File: config.mk
export PLATFORM = sky130hd
export DESIGN_NAME = divmod_feeder
export DESIGN_NICKNAME = d
export VERILOG_FILES = /design/src/rtl/divmod_feeder.sv
export SDC_FILE = /design/constraint.sdc
export NUM_CORES = 1
export LEC_CHECK = 0
export ABC_AREA = 1
export CORE_MARGIN = 4
export CORE_UTILIZATION = 48
export CTS_CLUSTER_DIAMETER = 60
export DETAILED_ROUTE_END_ITERATION = 16
export PLACE_DENSITY = 0.76
export SYNTH_ARGS = -nofsm -noshare
export SYNTH_HDL_FRONTEND = slang
export SYNTH_SLANG_ARGS = --single-unit
File: constraint.sdc
create_clock -name clk -period 3.1 [get_ports clk]
set_input_delay 0.31 -clock clk [delete_from_list [all_inputs] [get_ports clk]]
set_output_delay 0.31 -clock clk [all_outputs]
set_load 0.005 [all_outputs]
File: src/rtl/divmod_feeder.sv
// divmod_feeder
// Operand dispatcher in front of the 8-bit sequential divider. Jobs are
// buffered in a small circular FIFO. They are issued to the divider one at a
// time with a single-cycle start pulse. Results go to the consumer under a
// valid/ready handshake. Divide-by-zero jobs are resolved locally and never
// reach the divider.
//
// Ports
//   clk, rst                 clock, asynchronous active-high reset
//   in_valid/in_ready        job handshake; in_dividend/in_divisor operands
//   div_valid                start pulse to the divider
//   div_dividend/div_divisor registered divider operands
//   div_done                 divider result pulse
//   div_quotient/remainder   divider result, valid with div_done
//   res_valid/res_ready      result handshake
//   res_quotient/remainder   held result
//   res_dbz                  result came from a zero divisor
//   count                    FIFO occupancy
//   busy                     a job is in flight (state != IDLE)
//
// state | meaning
// IDLE  | waiting for a queued job; pops the head when the FIFO is not empty
// ISSUE | div_valid asserted for exactly this cycle
// WAIT  | divider running; captures the result on div_done
// DONE  | result presented to the consumer until res_ready
module divmod_feeder #(
    parameter int DEPTH = 4
) (
    input  logic                     clk,
    input  logic                     rst,
    input  logic                     in_valid,
    input  logic [7:0]               in_dividend,
    input  logic [7:0]               in_divisor,
    output logic                     in_ready,
    output logic                     div_valid,
    output logic [7:0]               div_dividend,
    output logic [7:0]               div_divisor,
    input  logic                     div_done,
    input  logic [7:0]               div_quotient,
    input  logic [7:0]               div_remainder,
    output logic                     res_valid,
    input  logic                     res_ready,
    output logic [7:0]               res_quotient,
    output logic [7:0]               res_remainder,
    output logic                     res_dbz,
    output logic [$clog2(DEPTH):0]   count,
    output logic                     busy
);

    localparam int AW = $clog2(DEPTH);
    localparam int CW = AW + 1;
    localparam logic [CW-1:0] FULL = CW'(DEPTH);

    typedef enum logic [1:0] {
        S_IDLE,
        S_ISSUE,
        S_WAIT,
        S_DONE
    } state_t;

    state_t          state_q, state_d;
    logic [15:0]     mem_q [DEPTH];
    logic [15:0]     mem_d [DEPTH];
    logic [AW-1:0]   wr_ptr_q, wr_ptr_d;
    logic [AW-1:0]   rd_ptr_q, rd_ptr_d;
    logic [CW-1:0]   count_q, count_d;
    logic [7:0]      div_dividend_q, div_dividend_d;
    logic [7:0]      div_divisor_q, div_divisor_d;
    logic [7:0]      res_quotient_q, res_quotient_d;
    logic [7:0]      res_remainder_q, res_remainder_d;
    logic            res_dbz_q, res_dbz_d;

    logic            push;
    logic            pop;
    logic [15:0]     head;

    assign in_ready      = (count_q != FULL);
    assign count         = count_q;
    assign busy          = (state_q != S_IDLE);
    assign div_valid     = (state_q == S_ISSUE);
    assign res_valid     = (state_q == S_DONE);
    assign div_dividend  = div_dividend_q;
    assign div_divisor   = div_divisor_q;
    assign res_quotient  = res_quotient_q;
    assign res_remainder = res_remainder_q;
    assign res_dbz       = res_dbz_q;

    // Entry layout: {dividend, divisor}
    assign head = mem_q[rd_ptr_q];
    assign push = in_valid && in_ready;

    always_comb begin
        state_d         = state_q;
        mem_d           = mem_q;
        wr_ptr_d        = wr_ptr_q;
        rd_ptr_d        = rd_ptr_q;
        count_d         = count_q;
        div_dividend_d  = div_dividend_q;
        div_divisor_d   = div_divisor_q;
        res_quotient_d  = res_quotient_q;
        res_remainder_d = res_remainder_q;
        res_dbz_d       = res_dbz_q;
        pop             = 1'b0;

        case (state_q)
            S_IDLE: begin
                if (count_q != '0) begin
                    pop = 1'b1;
                    if (head[7:0] != 8'h00) begin
                        div_dividend_d = head[15:8];
                        div_divisor_d  = head[7:0];
                        state_d        = S_ISSUE;
                    end else begin
                        // Zero divisor: all-ones quotient, dividend as remainder.
                        res_quotient_d  = 8'hFF;
                        res_remainder_d = head[15:8];
                        res_dbz_d       = 1'b1;
                        state_d         = S_DONE;
                    end
                end
            end
            S_ISSUE: begin
                state_d = S_WAIT;
            end
            S_WAIT: begin
                if (div_done) begin
                    res_quotient_d  = div_quotient;
                    res_remainder_d = div_remainder;
                    res_dbz_d       = 1'b0;
                    state_d         = S_DONE;
                end
            end
            S_DONE: begin
                if (res_ready) begin
                    state_d = S_IDLE;
                end
            end
            default: begin
                state_d = S_IDLE;
            end
        endcase

        if (push) begin
            mem_d[wr_ptr_q] = {in_dividend, in_divisor};
            wr_ptr_d        = wr_ptr_q + 1'b1;
        end
        if (pop) begin
            rd_ptr_d = rd_ptr_q + 1'b1;
        end
        case ({push, pop})
            2'b10:   count_d = count_q + 1'b1;
            2'b01:   count_d = count_q - 1'b1;
            default: count_d = count_q;
        endcase
    end

    always_ff @(posedge clk or posedge rst) begin
        if (rst) begin
            state_q         <= S_IDLE;
            for (int i = 0; i < DEPTH; i++) begin
                mem_q[i] <= '0;
            end
            wr_ptr_q        <= '0;
            rd_ptr_q        <= '0;
            count_q         <= '0;
            div_dividend_q  <= 8'h00;
            div_divisor_q   <= 8'h00;
            res_quotient_q  <= 8'h00;
            res_remainder_q <= 8'h00;
            res_dbz_q       <= 1'b0;
        end else begin
            state_q         <= state_d;
            mem_q           <= mem_d;
            wr_ptr_q        <= wr_ptr_d;
            rd_ptr_q        <= rd_ptr_d;
            count_q         <= count_d;
            div_dividend_q  <= div_dividend_d;
            div_divisor_q   <= div_divisor_d;
            res_quotient_q  <= res_quotient_d;
            res_remainder_q <= res_remainder_d;
            res_dbz_q       <= res_dbz_d;
        end
    end

endmodule

==> out/results.tsv, run 1 <==
metric	value	unit
cts_hold_buf	0	
min_path_type	in -> async	
cts_tree	built	
drt-pass1-iter-count	5	
period_share	83.4	%
worstPathArrival	2.84	ns
fillerInstances	854	
drive_above_1_share	6.60	%
path_cells	inv_1, ha_1, inv_1, nor2_1, ha_1, inv_1, fa_1, a21oi_1, o21ai_0, xnor2_1	
start_util	49.1	%
critPathMaxStageDelay	0.43	ns
powerDensity	1090	nW/µm²
design_area	5870	µm²
cts_buffer_depth	2	
critPathKind	reg -> reg	
cp_common_cell	inv_1	
via_per_inst	5.15	
die-area	11700	µm²
crit_slowest_cell	nor2_1	
critPathLaunchType	register	
grt_pass1_wl	19000	µm
synthDistinctLibCells	25	
placementRows	36	
grt_start_max_net_pins	78	
grt_use_total	20.6	%
finalMaxSlewViolations	0	
vias	3961	
path_max_fanout	4	
reg2reg_slack	0.51	ns
slew_headroom	64.1	%
clkSlewWorstSetupHoldPaths	0.10	ns
cts.sinks	106	
drc	0	
hpwl	7630	µm
finalWirelength	11200	µm
h-tree-depth	3	
fin_tns_setup	0	ns
numCtsBuffers	9	
syn_area	4800	µm²
antenna_cells	0	
endpoint_kind	register	
cts-resized-gates	0	
required	3.35	ns
yosys_warnings	0	
antenna_left	0	
core_area	9770	µm²
cts_root_buf	clkbuf_8	
antenna_found_initial	0	
post_cts_buffers	0	
rr_startpoint	state_q[1]$_DFFE_PP0P_	
fin_util	60.0	%
die_w	108	µm
die_y	108	µm
gp_congestion	0.805	
dpl_cell_area	5640	µm²
setup_violations	0	
finalHoldViolations	0	
worst_slew_pin_slew	0.538	ns
peakVddDrop	0.377	mV
cap_violations	0	
clock_latency	0.37	ns
areaGrowthSynthToFinish	22.2	%
yosysSeqAreaShare	55.3	%
outcome	complete, no violations	
ys_seq_elements	106	
syn_avg_cell_area	8.47	µm²
r2r.worst_path.cells	10	
rsz0062_at_grt	no	
fmax	387	MHz
ioPinCount	77	
rr_endpoint	count[2]$_DFFE_PP0P_	
portBuffers	76	
cp_num_buf_inv	3	
syn_inst	567	
grt_pass1_vias	3904	
period_needed	2.59	ns
drt_iter0_drc	309	
wl_per_cell	14.6	µm
p_leak	2.80	nW
syn_nets	615	
crit_family	adder cells	
grt_overflow	0	
fin_skew	0.0125	ns
nets	679	
[cell usage in the layout (no fill, tap or decap), drive strengths merged]
master | synthesis | layout
a21oi | 3 | 3
nand2 | 220 | 220
nand3 | 51 | 51
xnor2 | 2 | 2
clkinvlp | 0 | 1
o221ai | 1 | 1
dfrtp | 106 | 106
a21boi | 1 | 1
clkbuf | 15 | 9
clkdlybuf4s50 | 0 | 76
nor2 | 5 | 5
buf | 16 | 8
or2 | 8 | 8
ha | 10 | 10
bufinv | 0 | 2
clkinv | 0 | 2
xor2 | 3 | 3
fa | 1 | 1
o21ai | 92 | 92
nor3 | 2 | 2
inv | 31 | 33
[report_power, final]
part	switching (mW)	total (mW)	leakage, nW	internal (mW)
Sequential	0.398	2.45	1.32	2.05
Clock	0.488	0.951	0.112	0.463
Combinational	1.73	2.97	1.37	1.24
Total	2.61	6.37	2.80	3.76
[cell families after synthesis]
group / count (synthesis) / synth area share, %
buffers and inverters: 62 / 5.81
AOI/OAI and AO/OA: 97 / 10.3
xor gates and xnor gates: 5 / 0.912
and+or+nand+nor: 286 / 24.7
DFF: 106 / 55.3
adders and majority gates: 11 / 3.02
[worst reg2reg max path, cell delays in order, from the launching register on]
cell and delay, ns:
dfrtp_1 0.42, inv_1 0.13, ha_1 0.30, inv_1 0.12, nor2_1 0.43, ha_1 0.24, inv_1 0.07, fa_1 0.38
a21oi_1 0.14, o21ai_0 0.12, xnor2_1 0.14
[metrics by stage]
step	power [mW]	hold WS [ns]	std cells	setup WS, ns
2_1_floorplan	4.36	0.453	567	0.00111
3_3_place_gp	5.30	0.453	753	0.629
3_5_place_dp	5.44	0.458	753	0.582
4_1_cts	6.41	0.286	769	0.562
5_1_grt	6.97	0.308	769	0.349
6_report	6.37	0.291	769	0.514
[area by class of cell]
cell class / count / area [µm²] / area share, %
clock buffer: 9 / 124 / 2.11
clock inverter: 7 / 101 / 1.73
inverter: 31 / 119 / 2.03
multi-input combinational: 399 / 1870 / 31.9
sequential: 106 / 2650 / 45.2
tap: 133 / 166 / 2.84
timing repair buffer: 84 / 833 / 14.2
[state kept, by name, summed over array words and instances, names as in the netlist]
register,flops
wr_ptr_q,2
div_divisor,8
res_remainder,8
state_q,2
count,3
res_dbz,1
res_quotient,8
mem_q,64
div_dividend,8
rd_ptr_q,2
[cells in the mapped netlist]
cell	count	area [µm²]
buf_6	3	33.8
or2_2	8	50.1
ha_1	10	125
o21ai_1	1	5.00
inv_1	29	109
nor2_1	3	11.3
a21oi_2	1	8.76
a21oi_1	2	10.0
nand2_4	2	22.5
fa_1	1	20.0
nand2_1	216	811
nand2_2	2	12.5
buf_4	3	22.5
nand3_1	51	255
buf_2	10	50.1
xor2_1	3	26.3
nor3_1	2	10.0
clkbuf_1	15	56.3
inv_2	2	7.51
o221ai_1	1	8.76
xnor2_1	2	17.5
dfrtp_1	106	2650
nor2_2	2	12.5
a21boi_0	1	7.51
o21ai_0	91	455
[worst max-delay path by stage]
stage	start	end	cells past startpoint
after global routing	state_q[1]$_DFFE_PP0P_	count[2]$_DFFE_PP0P_	10
after global placement	state_q[1]$_DFFE_PP0P_	count[2]$_DFFE_PP0P_	10
final	state_q[1]$_DFFE_PP0P_	count[2]$_DFFE_PP0P_	10
after detailed placement	state_q[1]$_DFFE_PP0P_	count[2]$_DFFE_PP0P_	10
after floorplan	rst	count[0]$_DFFE_PP0P_	1
after CTS	state_q[1]$_DFFE_PP0P_	count[2]$_DFFE_PP0P_	10
[per-layer routing]
metal  global-route usage [%]  wire length (µm)  up-vias
li1                         -                 -     1944
met1                     28.1              5000     1866
met2                     32.2              5200      132
met3                     5.37               769       19
met4                     6.94               238        0
met5                        0                 0        -
(Power assumes the default switching activity.)
==> inputs of run 2 (changes only) <==
==> constraint.sdc (replaced) <==
create_clock -name clk -period 2.35 [get_ports clk]
set_input_delay 0.235 -clock clk [delete_from_list [all_inputs] [get_ports clk]]
set_output_delay 0.235 -clock clk [all_outputs]
set_load 0.005 [all_outputs]
==> out/results.tsv, run 2 (synthesis gave the netlist of run 1 again) <==
metric	value	unit
wl_per_cell	14.2	µm
drt-pass1-iter-count	5	
fin_util	60.3	%
die_y	108	µm
top_register	mem_q	
cap_violations	0	
period_share	92.8	%
min_path_type	in -> async	
r2r.worst_path.cells	10	
reg2reg_slack	0.17	ns
fin_tns_setup	0	ns
ioPinCount	77	
cts-resized-gates	0	
critPathMaxStageDelay	0.42	ns
grt_pass1_wl	18300	µm
cts_hold_buf	0	
areaGrowthSynthToFinish	22.7	%
final_cell_mix	nand2_1 (216), dfrtp_1 (106), o21ai_0 (91)	
finalWirelength	11000	µm
rr_startpoint	state_q[0]$_DFFE_PP0P_	
placementRows	36	
cts_root_buf	clkbuf_8	
clkSlewWorstSetupHoldPaths	0.11	ns
dp_cells	758	
die_w	108	µm
final_common_cell	nand2_1	
rsz0062_at_grt	no	
grt_pass1_vias	3730	
antenna_found_initial	0	
cts_buffer_depth	2	
portBuffers	76	
layout.cells.non_filler	774	
grt_start_max_net_pins	74	
endpoint	count[2]$_DFFE_PP0P_	
period_needed	2.18	ns
powerDensity	1400	nW/µm²
cts.sinks	106	
nets	684	
cp_common_cell	inv_1	
via_per_inst	5.06	
slew_headroom	70.4	%
crit_slowest_cell	dfrtp_1	
grt_use_total	19.6	%
finalMaxSlewViolations	0	
vias	3913	
antenna_left	0	
start_util	49.1	%
core_area	9770	µm²
antenna_cells	0	
critPathKind	reg -> reg	
cts_tree	built	
setup_violations	0	
outcome	complete, no violations	
grt_overflow	0	
clock_latency	0.36	ns
worstPathArrival	2.44	ns
drt_iter0_drc	348	
path_depth	10	
peakVddDrop	0.481	mV
critPathLaunchType	register	
post_cts_buffers	0	
hpwl	7590	µm
path_max_fanout	4	
endpoint_kind	register	
finalHoldViolations	0	
cp_num_buf_inv	3	
h-tree-depth	3	
numCtsBuffers	9	
gp_congestion	0.815	
rr_endpoint	count[2]$_DFFE_PP0P_	
die-area	11700	µm²
largest_reg_flops	64	
worst_slew_pin_slew	0.443	ns
crit_start	state_q[0]$_DFFE_PP0P_	
path_cells	inv_1, ha_1, inv_1, nor2_1, ha_1, inv_1, fa_1, a21oi_1, o21ai_0, xnor2_1	
crit_family	adder cells	
p_leak	2.81	nW
fmax	458	MHz
drc	0	
required	2.61	ns
drive_above_1_share	7.33	%
fin_skew	0.0128	ns
[run 2: per-layer routing]
layer  GRT usage, %  share of wire (%)
met5              0                  0
met4           6.76                1.9
met3           2.33                6.4
met2           31.6                 47
met1           27.8                 45
[run 2: worst min-delay path by stage]
stage | endpoint | slack (ns) | cells past startpoint
final | res_dbz$_DFFE_PP0P_ | 0.27 | 3
after global routing | res_quotient[3]$_DFFE_PP0P_ | 0.29 | 3
after floorplan | mem_q[0]$_DFFE_PP0P_ | 0.43 | 2
after CTS | res_quotient[3]$_DFFE_PP0P_ | 0.28 | 3
after detailed placement | res_quotient[2]$_DFFE_PP0P_ | 0.46 | 2
after global placement | res_remainder[4]$_DFFE_PP0P_ | 0.45 | 2
[run 2: metrics by stage]
stage                     setup WS (ns)  hold WS (ns)  total power [mW]  area (µm²)
after CTS                         0.172         0.275              8.31        5890
after global placement            0.263         0.453              7.06        5700
after detailed placement          0.184         0.457              7.25        5700
after floorplan                   0.193         0.426              5.75        4800
after global routing            0.00271         0.294              8.99        5890
final                             0.169         0.273              8.26        5890
[run 2: cell type report]
| type | count | area, µm² |
|---|---|---|
| multi-input cells | 399 | 1870 |
| flip-flops and latches | 106 | 2650 |
| clock inverters | 6 | 50.0 |
| inverters | 31 | 120 |
| well taps | 133 | 166 |
| clock buffers | 10 | 138 |
| fillers | 859 | 3880 |
| repair buffers | 89 | 896 |
[run 2: power by group]
| group | switching (mW) | total, mW | internal, mW | leakage [nW] |
|---|---|---|---|---|
| sequential | 0.501 | 3.20 | 2.70 | 1.32 |
| combinational | 2.29 | 4.00 | 1.71 | 1.40 |
| clock | 0.637 | 1.06 | 0.428 | 0.0948 |
[run 2: worst register-to-register path, delay by kind of cell (launching register included)]
family | cells | cell delay (ns)
flops | 1 | 0.42
compound gates | 2 | 0.25
simple gates | 1 | 0.16
xor+xnor | 1 | 0.14
fa+ha+maj | 3 | 0.80
buf+inv | 3 | 0.30
==> inputs of run 3 (changes only) <==
--- a/config.mk
+++ b/config.mk
@@ -11,6 +11,8 @@
 export CTS_CLUSTER_DIAMETER = 60
 export DETAILED_ROUTE_END_ITERATION = 16
 export PLACE_DENSITY = 0.76
+export RECOVER_POWER = 25
+export SLEW_MARGIN = 20
 export SYNTH_ARGS = -nofsm -noshare
 export SYNTH_HDL_FRONTEND = slang
 export SYNTH_SLANG_ARGS = --single-unit
==> out/results.tsv, run 3 (synthesis gave the netlist of run 1 again) <==
metric	value	unit
outcome	finished, violations left	
failed_checks	capacitance limit, slew limit	
cts_buffer_depth	2	
period_needed	2.18	ns
p_leak	2.80	nW
worst_slew_pin_slew	1.79	ns
clkSlewWorstSetupHoldPaths	0.11	ns
slew_headroom	-19.3	%
cts.sinks	106	
endpoint_kind	register	
antenna_found_initial	0	
final_cell_mix	nand2_1 (216), dfrtp_1 (106), o21ai_0 (91)	
worstPathArrival	2.44	ns
top_register	mem_q	
numCtsBuffers	9	
finalWirelength	11000	µm
critPathMaxStageDelay	0.42	ns
grt_pass1_vias	3730	
fmax	458	MHz
rr_startpoint	state_q[0]$_DFFE_PP0P_	
r2r.worst_path.cells	10	
drc	0	
drt_iter0_drc	292	
die_y	108	µm
crit_family	adder cells	
rr_endpoint	count[2]$_DFFE_PP0P_	
hpwl	7590	µm
largest_reg_flops	64	
wl_per_cell	14.2	µm
crit_slowest_cell	dfrtp_1	
required	2.61	ns
rsz0062_at_grt	no	
path_max_fanout	4	
placementRows	36	
fillerInstances	865	
drt-pass1-iter-count	5	
fin_skew	0.0130	ns
via_per_inst	5.05	
hold_depth	2	
nets	684	
vias	3907	
hp-start	res_remainder[1]$_DFFE_PP0P_	
antenna_cells	0	
cp_common_cell	inv_1	
antenna_left	0	
peakVddDrop	0.480	mV
layout.cells.non_filler	774	
final_common_cell	nand2_1	
clock_latency	0.36	ns
path_depth	10	
die-area	11700	µm²
start_util	49.1	%
reg2reg_slack	0.17	ns
cap_violations	2	
min_path_type	reg -> reg	
grt_overflow	0	
min_to	res_remainder[1]$_DFFE_PP0P_	
cts_root_buf	clkbuf_8	
drive_above_1_share	7.18	%
whs	0.476	ns
core_area	9770	µm²
cts_tree	built	
powerDensity	1410	nW/µm²
period_share	92.9	%
gp_congestion	0.815	
fin_tns_setup	0	ns
critPathLaunchType	register	
finalHoldViolations	0	
cts-resized-gates	0	
cts_hold_buf	0	
cp_num_buf_inv	3	
grt_start_max_net_pins	74	
grt_pass1_wl	18300	µm
finalMaxSlewViolations	108	
post_cts_buffers	0	
h-tree-depth	3	
critPathKind	reg -> reg	
setup_violations	0	
areaGrowthSynthToFinish	22.0	%
grt_use_total	19.6	%
die_w	108	µm
portBuffers	76	
ioPinCount	77	
dp_cells	758	
path_cells	inv_1, ha_1, inv_1, nor2_1, ha_1, inv_1, fa_1, a21oi_1, o21ai_0, xnor2_1	
## run 3: where the power goes
group	internal (mW)	total, mW	switching [mW]
combinational	1.70	3.99	2.28
clock	0.428	1.07	0.637
sequential	2.70	3.20	0.500
## run 3: area by class of cell
cell class	count	area [µm²]	share of cell area, %
well taps	133	166	2.84
flip-flops and latches	106	2650	45.3
inverters	31	118	2.01
multi-input cells	399	1870	31.9
clock inverters	6	50.0	0.854
clock buffers	10	138	2.35
repair buffers	89	865	14.8
## run 3: tightest hold or removal path, cell delays in order (launching register included)
cell	delay, ns
dfrtp_1	0.35
nand2_1	0.05
nand2_1	0.04
## run 3: through the flow
| stage | setup WS [ns] | cell area, µm² | utilization, % | total power [mW] |
|---|---|---|---|---|
| floorplan | 0.193 | 4800 | - | 5.75 |
| global placement | 0.263 | 5700 | 58.4 | 7.06 |
| detailed placement | 0.184 | 5700 | 58.4 | 7.25 |
| CTS | 0.172 | 5890 | 60.3 | 8.31 |
| global route | 0.00271 | 5860 | 59.9 | 8.99 |
| finish | 0.168 | 5860 | 59.9 | 8.25 |
## run 3: worst max-delay path by stage
stage,start,end,slack [ns]
after CTS,state_q[0]$_DFFE_PP0P_,count[2]$_DFFE_PP0P_,0.17
after global routing,state_q[0]$_DFFE_PP0P_,count[2]$_DFFE_PP0P_,0.003
after global placement,state_q[0]$_DFFE_PP0P_,count[2]$_DFFE_PP0P_,0.26
after detailed placement,state_q[0]$_DFFE_PP0P_,count[2]$_DFFE_PP0P_,0.18
final,state_q[0]$_DFFE_PP0P_,count[2]$_DFFE_PP0P_,0.17
after floorplan,state_q[0]$_DFFE_PP0P_,count[2]$_DFFE_PP0P_,0.19
## run 3: routing by layer
layer  GRT usage [%]  vias to the layer above  routed length (µm)
li1                -                     1949                   -
met1            27.8                     1832                4920
met2            31.6                      111                5190
met3            2.33                       15                 662
met4            6.76                        0                 209
met5               0                        -                   0
